===== config.mk =====
export PLATFORM = sky130hd
export DESIGN_NAME = mem_stage
export DESIGN_NICKNAME = d
export VERILOG_FILES = /design/src/rtl/cpu_pkg.sv /design/src/rtl/load_use_detect.sv /design/src/rtl/mem_stage.sv
export SDC_FILE = /design/constraint.sdc
export NUM_CORES = 1
export LEC_CHECK = 0
export ABC_AREA = 1
export CAP_MARGIN = 20
export CORE_MARGIN = 4
export CORE_UTILIZATION = 41
export DETAILED_ROUTE_END_ITERATION = 10
export GPL_TIMING_DRIVEN = 0
export PLACE_DENSITY = 0.76
export SLEW_MARGIN = 20
export SYNTH_ARGS = -nofsm -noshare
export SYNTH_HDL_FRONTEND = slang
export SYNTH_SLANG_ARGS = --single-unit

===== constraint.sdc =====
create_clock -name clk -period 1.4 [get_ports clk]
set_input_delay 0.42 -clock clk [delete_from_list [all_inputs] [get_ports clk]]
set_output_delay 0.42 -clock clk [all_outputs]
set_load 0.02 [all_outputs]

===== src/rtl/cpu_pkg.sv =====
// Shared constants and memory-operation encoding for the 16-bit cpu pipeline.
package cpu_pkg;

    localparam int DATA_W = 16;
    localparam int ADDR_W = 11;
    localparam int REG_W  = 3;
    localparam int CNT_W  = 16;

    typedef enum logic [1:0] {
        MEM_NONE = 2'd0,
        MEM_LD   = 2'd1,
        MEM_ST   = 2'd2
    } memOp_t;

    // A store wins when both read and write are flagged.
    function automatic memOp_t decodeMemOp(input logic memRead, input logic memWrite);
        if (memWrite)
            return MEM_ST;
        else if (memRead)
            return MEM_LD;
        else
            return MEM_NONE;
    endfunction

endpackage


===== src/rtl/load_use_detect.sv =====
// Load-use hazard comparator: stall decode when it reads the register an EX load is about to fill.
module load_use_detect #(
    parameter int REG_W = 3
) (
    input  logic             exValid,
    input  logic             flush,
    input  logic             exMemRead,
    input  logic             exRegWrite,
    input  logic [REG_W-1:0] exDestReg,
    input  logic [REG_W-1:0] decSrcA,
    input  logic [REG_W-1:0] decSrcB,
    input  logic             decUseA,
    input  logic             decUseB,
    output logic             ldUseStall
);

    logic liveLoad;
    logic hitA;
    logic hitB;

    always_comb begin
        liveLoad   = exValid & ~flush & exMemRead & exRegWrite;
        hitA       = decUseA & (decSrcA == exDestReg);
        hitB       = decUseB & (decSrcB == exDestReg);
        ldUseStall = liveLoad & (hitA | hitB);
    end

endmodule


===== src/rtl/mem_stage.sv =====
// EX->MEM->WB stage: registers execute results, drives data memory, captures writeback and counts retired loads/stores.
module mem_stage
    import cpu_pkg::*;
#(
    parameter int DATA_W = cpu_pkg::DATA_W,
    parameter int ADDR_W = cpu_pkg::ADDR_W,
    parameter int REG_W  = cpu_pkg::REG_W,
    parameter int CNT_W  = cpu_pkg::CNT_W
) (
    input  logic              clk,
    input  logic              reset,
    input  logic              exValid,
    input  logic [DATA_W-1:0] exAluResult,
    input  logic [DATA_W-1:0] exStoreData,
    input  logic              exMemRead,
    input  logic              exMemWrite,
    input  logic              exRegWrite,
    input  logic [REG_W-1:0]  exDestReg,
    input  logic              flush,
    input  logic              hold,
    input  logic [REG_W-1:0]  decSrcA,
    input  logic [REG_W-1:0]  decSrcB,
    input  logic              decUseA,
    input  logic              decUseB,
    output logic [ADDR_W-1:0] memAdrx,
    output logic              memWrite,
    output logic [DATA_W-1:0] memDataOut,
    input  logic [DATA_W-1:0] memDataIn,
    output logic              ldUseStall,
    output logic              wbValid,
    output logic              wbRegWrite,
    output logic [REG_W-1:0]  wbDestReg,
    output logic [DATA_W-1:0] wbData,
    output logic [CNT_W-1:0]  loadCount,
    output logic [CNT_W-1:0]  storeCount
);

    logic              memValid;
    logic [DATA_W-1:0] memAlu;
    logic [DATA_W-1:0] memStore;
    memOp_t            memOp;
    logic              memRegWr;
    logic [REG_W-1:0]  memDest;
    logic              storeIssued;

    logic [CNT_W-1:0]  loadCnt;
    logic [CNT_W-1:0]  storeCnt;

    logic              advance;

    assign advance = ~hold;

    always_comb begin
        memAdrx    = memAlu[ADDR_W-1:0];
        memDataOut = memStore;
        memWrite   = memValid & (memOp == MEM_ST) & ~storeIssued;
        loadCount  = loadCnt;
        storeCount = storeCnt;
    end

    // MEM register; a store never requests a register write.
    always_ff @(posedge clk) begin
        if (reset) begin
            memValid <= 1'b0;
            memAlu   <= '0;
            memStore <= '0;
            memOp    <= MEM_NONE;
            memRegWr <= 1'b0;
            memDest  <= '0;
        end else if (advance) begin
            memValid <= exValid & ~flush;
            memAlu   <= exAluResult;
            memStore <= exStoreData;
            memOp    <= decodeMemOp(exMemRead, exMemWrite);
            memRegWr <= exRegWrite & ~exMemWrite;
            memDest  <= exDestReg;
        end
    end

    // Remembers that a held store already hit dmem so it writes exactly once.
    always_ff @(posedge clk) begin
        if (reset)
            storeIssued <= 1'b0;
        else if (advance)
            storeIssued <= 1'b0;
        else if (memWrite)
            storeIssued <= 1'b1;
    end

    always_ff @(posedge clk) begin
        if (reset) begin
            wbValid    <= 1'b0;
            wbRegWrite <= 1'b0;
            wbDestReg  <= '0;
            wbData     <= '0;
        end else if (advance) begin
            wbValid    <= memValid;
            wbRegWrite <= memValid & memRegWr;
            wbDestReg  <= memDest;
            wbData     <= (memOp == MEM_LD) ? memDataIn : memAlu;
        end
    end

    always_ff @(posedge clk) begin
        if (reset) begin
            loadCnt  <= '0;
            storeCnt <= '0;
        end else if (advance && memValid) begin
            if (memOp == MEM_LD && loadCnt != '1)
                loadCnt <= loadCnt + 1'b1;
            if (memOp == MEM_ST && storeCnt != '1)
                storeCnt <= storeCnt + 1'b1;
        end
    end

    load_use_detect #(
        .REG_W(REG_W)
    ) u_loadUse (
        .exValid   (exValid),
        .flush     (flush),
        .exMemRead (exMemRead),
        .exRegWrite(exRegWrite),
        .exDestReg (exDestReg),
        .decSrcA   (decSrcA),
        .decSrcB   (decSrcB),
        .decUseA   (decUseA),
        .decUseB   (decUseB),
        .ldUseStall(ldUseStall)
    );

endmodule


# Yosys cells after proc, flatten, opt, wreduce, memory -nomap -nowiden
# Cells that the tools add are included.
totals:
  word_cells: 45
  ff_bits: 93
  in_bits: 67
op_classes:
  n_bitwise: 15
  eq_ne: 6
  n_reduce_logical: 6
  mux: 3
  n_addsub: 2
ops:
  columns: ["operator", "n"]
  rows:
  - ["16-bit by 1-bit adder with 16-bit output, second input constant", 2]
  - ["16-bit != test, second input constant", 2]
  - ["16-bit 2-to-1 mux", 1]
  - ["1-bit AND", 10]
  - ["3-bit == test", 2]
  - ["1-bit NOT", 4]
  - ["2-bit AND reduction", 2]
  - ["1-bit logical AND", 3]
  - ["2-bit by 1-bit == test with 1-bit output, second input constant", 1]
  - ["2-bit == test, second input constant", 1]
  - ["2-bit 2-to-1 mux", 1]
  - ["2-bit OR reduction", 1]
  - ["1-bit 2-to-1 mux", 1]
  - ["1-bit bitwise OR", 1]

# Depth between registers and ports, before layout
depth:
  ltp_word: 5
  mapped_depth: 11
  depth_no_buf: 10

# Cells and area by module
# Synthesis repeated with hierarchy kept, for this count alone.
unflattened:
  cells_unflattened: 662
  area_unflattened_um2: 4528.1
modules_own_cells:
  columns: ["mod", "seq_area_each_um2", "area_per_inst_um2", "n_inst", "cells_per_inst"]
  rows:
  - ["mem_stage", 1861.8, 4386.7, 1, 627]
  - ["load_use_detect", 0.0, 141.4, 1, 35]

# Least setup slack after synthesis
# No wires, ideal clock.
synth_timing:
  path_type: "register to register"
  from: "reg storeCnt[0], in the netlist storeCount[0]"
  to: "reg storeCnt[2], in the netlist storeCount[2]"
  arrival_time_ps: 1483
  stages_incl_launch_ff: 12
  required_time_ps: 1287
  n_path_buf: 1
  synth_period_minus_slack_ps: 1596
  setup_slack_ps: -196
  setup_ps: 113
  path_cell_list: "dfxtp_1 > ha_1 > nand2_1 > nor2_1 > nand2_2 > inv_2 > nand2_4 > nand3_2 > buf_6 > nand2_1 > nand2_1 > nor2_1"
synth_via:
  elab_chain_len: 3
  elab_cells_between_ends: 4
  classes_between: "1 x add/sub; 1 x eq/ne; 2 x reduce/logical"
synth_lines:
  columns: ["item", "line", "source"]
  rows:
  - ["start, declared", "mem_stage.sv:47", "logic [CNT_W-1:0] storeCnt;"]
  - ["start signal, assigned", "mem_stage.sv:112", "storeCnt <= storeCnt + 1'b1;"]
  - ["parallel branches: the longest is 3 deep, another holds 16-bit by 1-bit adder with 16-bit output", null, null]
# Several ways; the timed one is not identified.
# A chain may end at the register's enable or synchronous reset.

# Final worst setup path
layout_timing:
  from: "reg memOp[0]"
  to: "out memWrite"
layout_via:
  elab_chain_len: 3
layout_lines:
  columns: ["item", "line", "source"]
  rows:
  - ["start, declared", "mem_stage.sv:41", "memOp_t memOp;"]
  - ["start signal, assigned", "mem_stage.sv:74", "memOp <= decodeMemOp(exMemRead, exMemWrite);"]
  - ["2-bit == test", "mem_stage.sv:56", "memWrite = memValid & (memOp == MEM_ST) & ~storeIssued;"]
  - ["1-bit AND (2 in a row)", "mem_stage.sv:56", null]
  - ["end, declared", "mem_stage.sv:26", "output logic memWrite,"]
# Every way passes these cells.

==> reports/qor.yml <==
synthesis:
  yosysUniqueCellTypes: 32
  postSynthAreaPerCell_um2: 6.800
  synth.top_cells.by_area: "dfxtp_1 43%, nand2_1 18%, nor2_1 7.2%"
  synth_top_area_share: 0.4326
  synth_fp_nets: 702
  syn_inst: 633
  yosys_warnings: 0
  synth-seq-cells: 93
  yosysSeqAreaShare: 0.4326
  yosys.area.top_type: "dfxtp_1"
  syn_area_um2: 4304
placement:
  port_buffers: 146
  hpwl_um: 9709
  gp_congestion: 0.8719
timing:
  relSlewSlack: 0.6313
  slew_violations: 0
  clock_skew_ns: 0.007432
  worst_pin_slew_ns: 0.5530
  max_freq_mhz: 637.6
  hold_ws_ns: 0.3249
  rsz0062_at_grt: "yes"
  setup_viol: 8
  setup_ws_ns: -0.1684
  period_needed_ns: 1.568
  hold_violations: 0
  fin_crit_sh: 1.120
run:
  maxCapViolCount: 0
route:
  wire_per_inst_um: 14.68
  drc: 0
  wirelength_um: 14150
  vias: 4786
  dr.pass1.iters: 4
  drtAntennaViolNets: 0
  via_per_inst: 4.965
  drt_iter0_markers: 190
die:
  start_util: 0.4188
  dieArea_um2: 12200
  core_um2: 10280
  ios: 149
  rows: 37
  die_y_um: 110.5
  die_w_um: 110.5
critical_path:
  critPathTopFamily: "flip-flops"
  crit_top_cell: "nor2_4"
  path_max_fanout: 2
  critical_path_arrival_ns: 1.15
  cp-end-kind: "primary output"
  crit_chain: "nor2_4, nand2_2, nor2_4, buf_6"
  critPathLaunchType: "flop"
  crit_path_max_incr_delay_ns: 0.36
  critPathKind: "reg -> out"
  critPathBufInv: 1
  crit_slowest_cell: "dfxtp_4"
  required_ns: 0.98
finish:
  final_layout_size_suffix_gt1_frac: 0.3394
  fillers: 936
  area.growth.synth_to_final_pct: 52.50
  nets: 895
  diodes: 0
grt:
  grt_start_max_net_pins: 14
  antenna_found_initial: 0
  grt_use_total: 0.2185
  grt_pass1_vias: 4693
  grt_pass1_wl_um: 22170
  grt_overflow: 0
status:
  violations: "negative setup slack"
  outcome: "finished, violations left"
power_and_ir_drop:
  leakage_uw: 0.002901
  ir_drop_mv: 0.5178
  power.density_nw_per_um2: 811.2
  power.total_uw: 5325
clocking:
  cts-root-buf: "clkbuf_8"
  htree_levels: 3
  cts.sinks: 93
  clk_pin_slew_ns: 0.08
  insertion_delay_ns: 0.36
  tritoncts: "done"
  clockBufferDepth: 2
  cts_buffers: 9
hold_path:
  hold_path_class: "in -> reg"
tightest hold or removal path, stage by stage:
cell	delay (ns)
buf_12	0.09
nand3_1	0.08
o21ai_0	0.06
layout by cell type, fill, tap and decap left out, drive strengths merged, types with 25 or more instances in the layout:
cell and instances:
clkdlybuf4s50 49, inv 50, nand3 43, a21oi 49, o21ai 25, clkbuf 29
nor2 88, nand2 206, buf 147, dfxtp 93
flip-flops by register name (all words and copies together) (netlist names), 2 cells and up:
signal      count
loadCount      16
memAlu         16
memDataOut     16
memDest         3
memOp           2
storeCount     16
wbData         16
wbDestReg       3
routing by layer:
layer / part of all wire / GRT usage / vias to the layer above
met5: 0 / 0 / -
met4: 0.030 / 0.1002 / 0
met3: 0.085 / 0.07616 / 31
met2: 0.51 / 0.3912 / 171
met1: 0.38 / 0.2284 / 2186
li1: - / - / 2398
synthesized netlist by cell type (all sizes together):
cell type and count:
a21oi 49, a22oi 1, a31oi 16, and2 1, buf 19, clkbuf 19, clkinv 1, dfxtp 93
ha 2, inv 50, nand2 206, nand3 43, nand3b 1, nand4 5, nor2 87, nor3 3
o21ai 25, o22ai 2, or2 1, xnor2 6, xor2 3
path summary, 6_finish.rpt:
path | end | slack [ns] | cells after the start | from
worst max-delay path | memWrite | -0.17 | 4 | memOp[0]
worst min-delay path | memDest[0] | 0.32 | 3 | exDestReg[0]
worst max register to register | loadCount[13] | -0.05 | 10 | memOp[1]
worst min register to register | memDataOut[8] | 0.47 | 2 | memDataOut[8]
report_power, final:
part	internal (uW)	switching, uW
sequential	2730	57.3
combinational	409	446
clock	792	890
total	3930	1390
stage by stage:
step,setup WS [ns],setup TNS [ns],util,instances,cell area (um2)
final,-0.1684,-0.4831,0.6387,964,6564
after global routing,-0.2164,-1.988,0.6387,964,6564
after CTS,-0.2112,-0.5395,0.5989,953,6155
after detailed placement,-1.001,-9.749,0.5808,915,5969
after global placement,-0.9825,-9.194,0.5808,915,5969
after floorplan,0.00005795,0,-,633,4338
area by class of cell:
class	count	area, um2	area share
buffer	36	207.7	0.03164
clock buffer	10	127.6	0.01944
clock inverter	3	40.04	0.006100
inverter	51	209.0	0.03183
multi-input combinational	452	2412	0.3675
sequential	93	1938	0.2953
tap	136	170.2	0.02592
timing repair buffer	183	1459	0.2223
cell families after synthesis:
family,share of synthesized area
simple gates,0.3363
buf+inv,0.09302
compound gates,0.1140
xor+xnor,0.01831
flops,0.4326
fa+ha+maj,0.005813
timing repair:
item,in CTS,in global routing
gates resized for setup,465,102
buffers inserted,22,13
endpoints found under the setup margin,116,57
pin swaps,16,35
cloned,3,1
hold buffers,0,0
(Power assumes the default switching activity.)
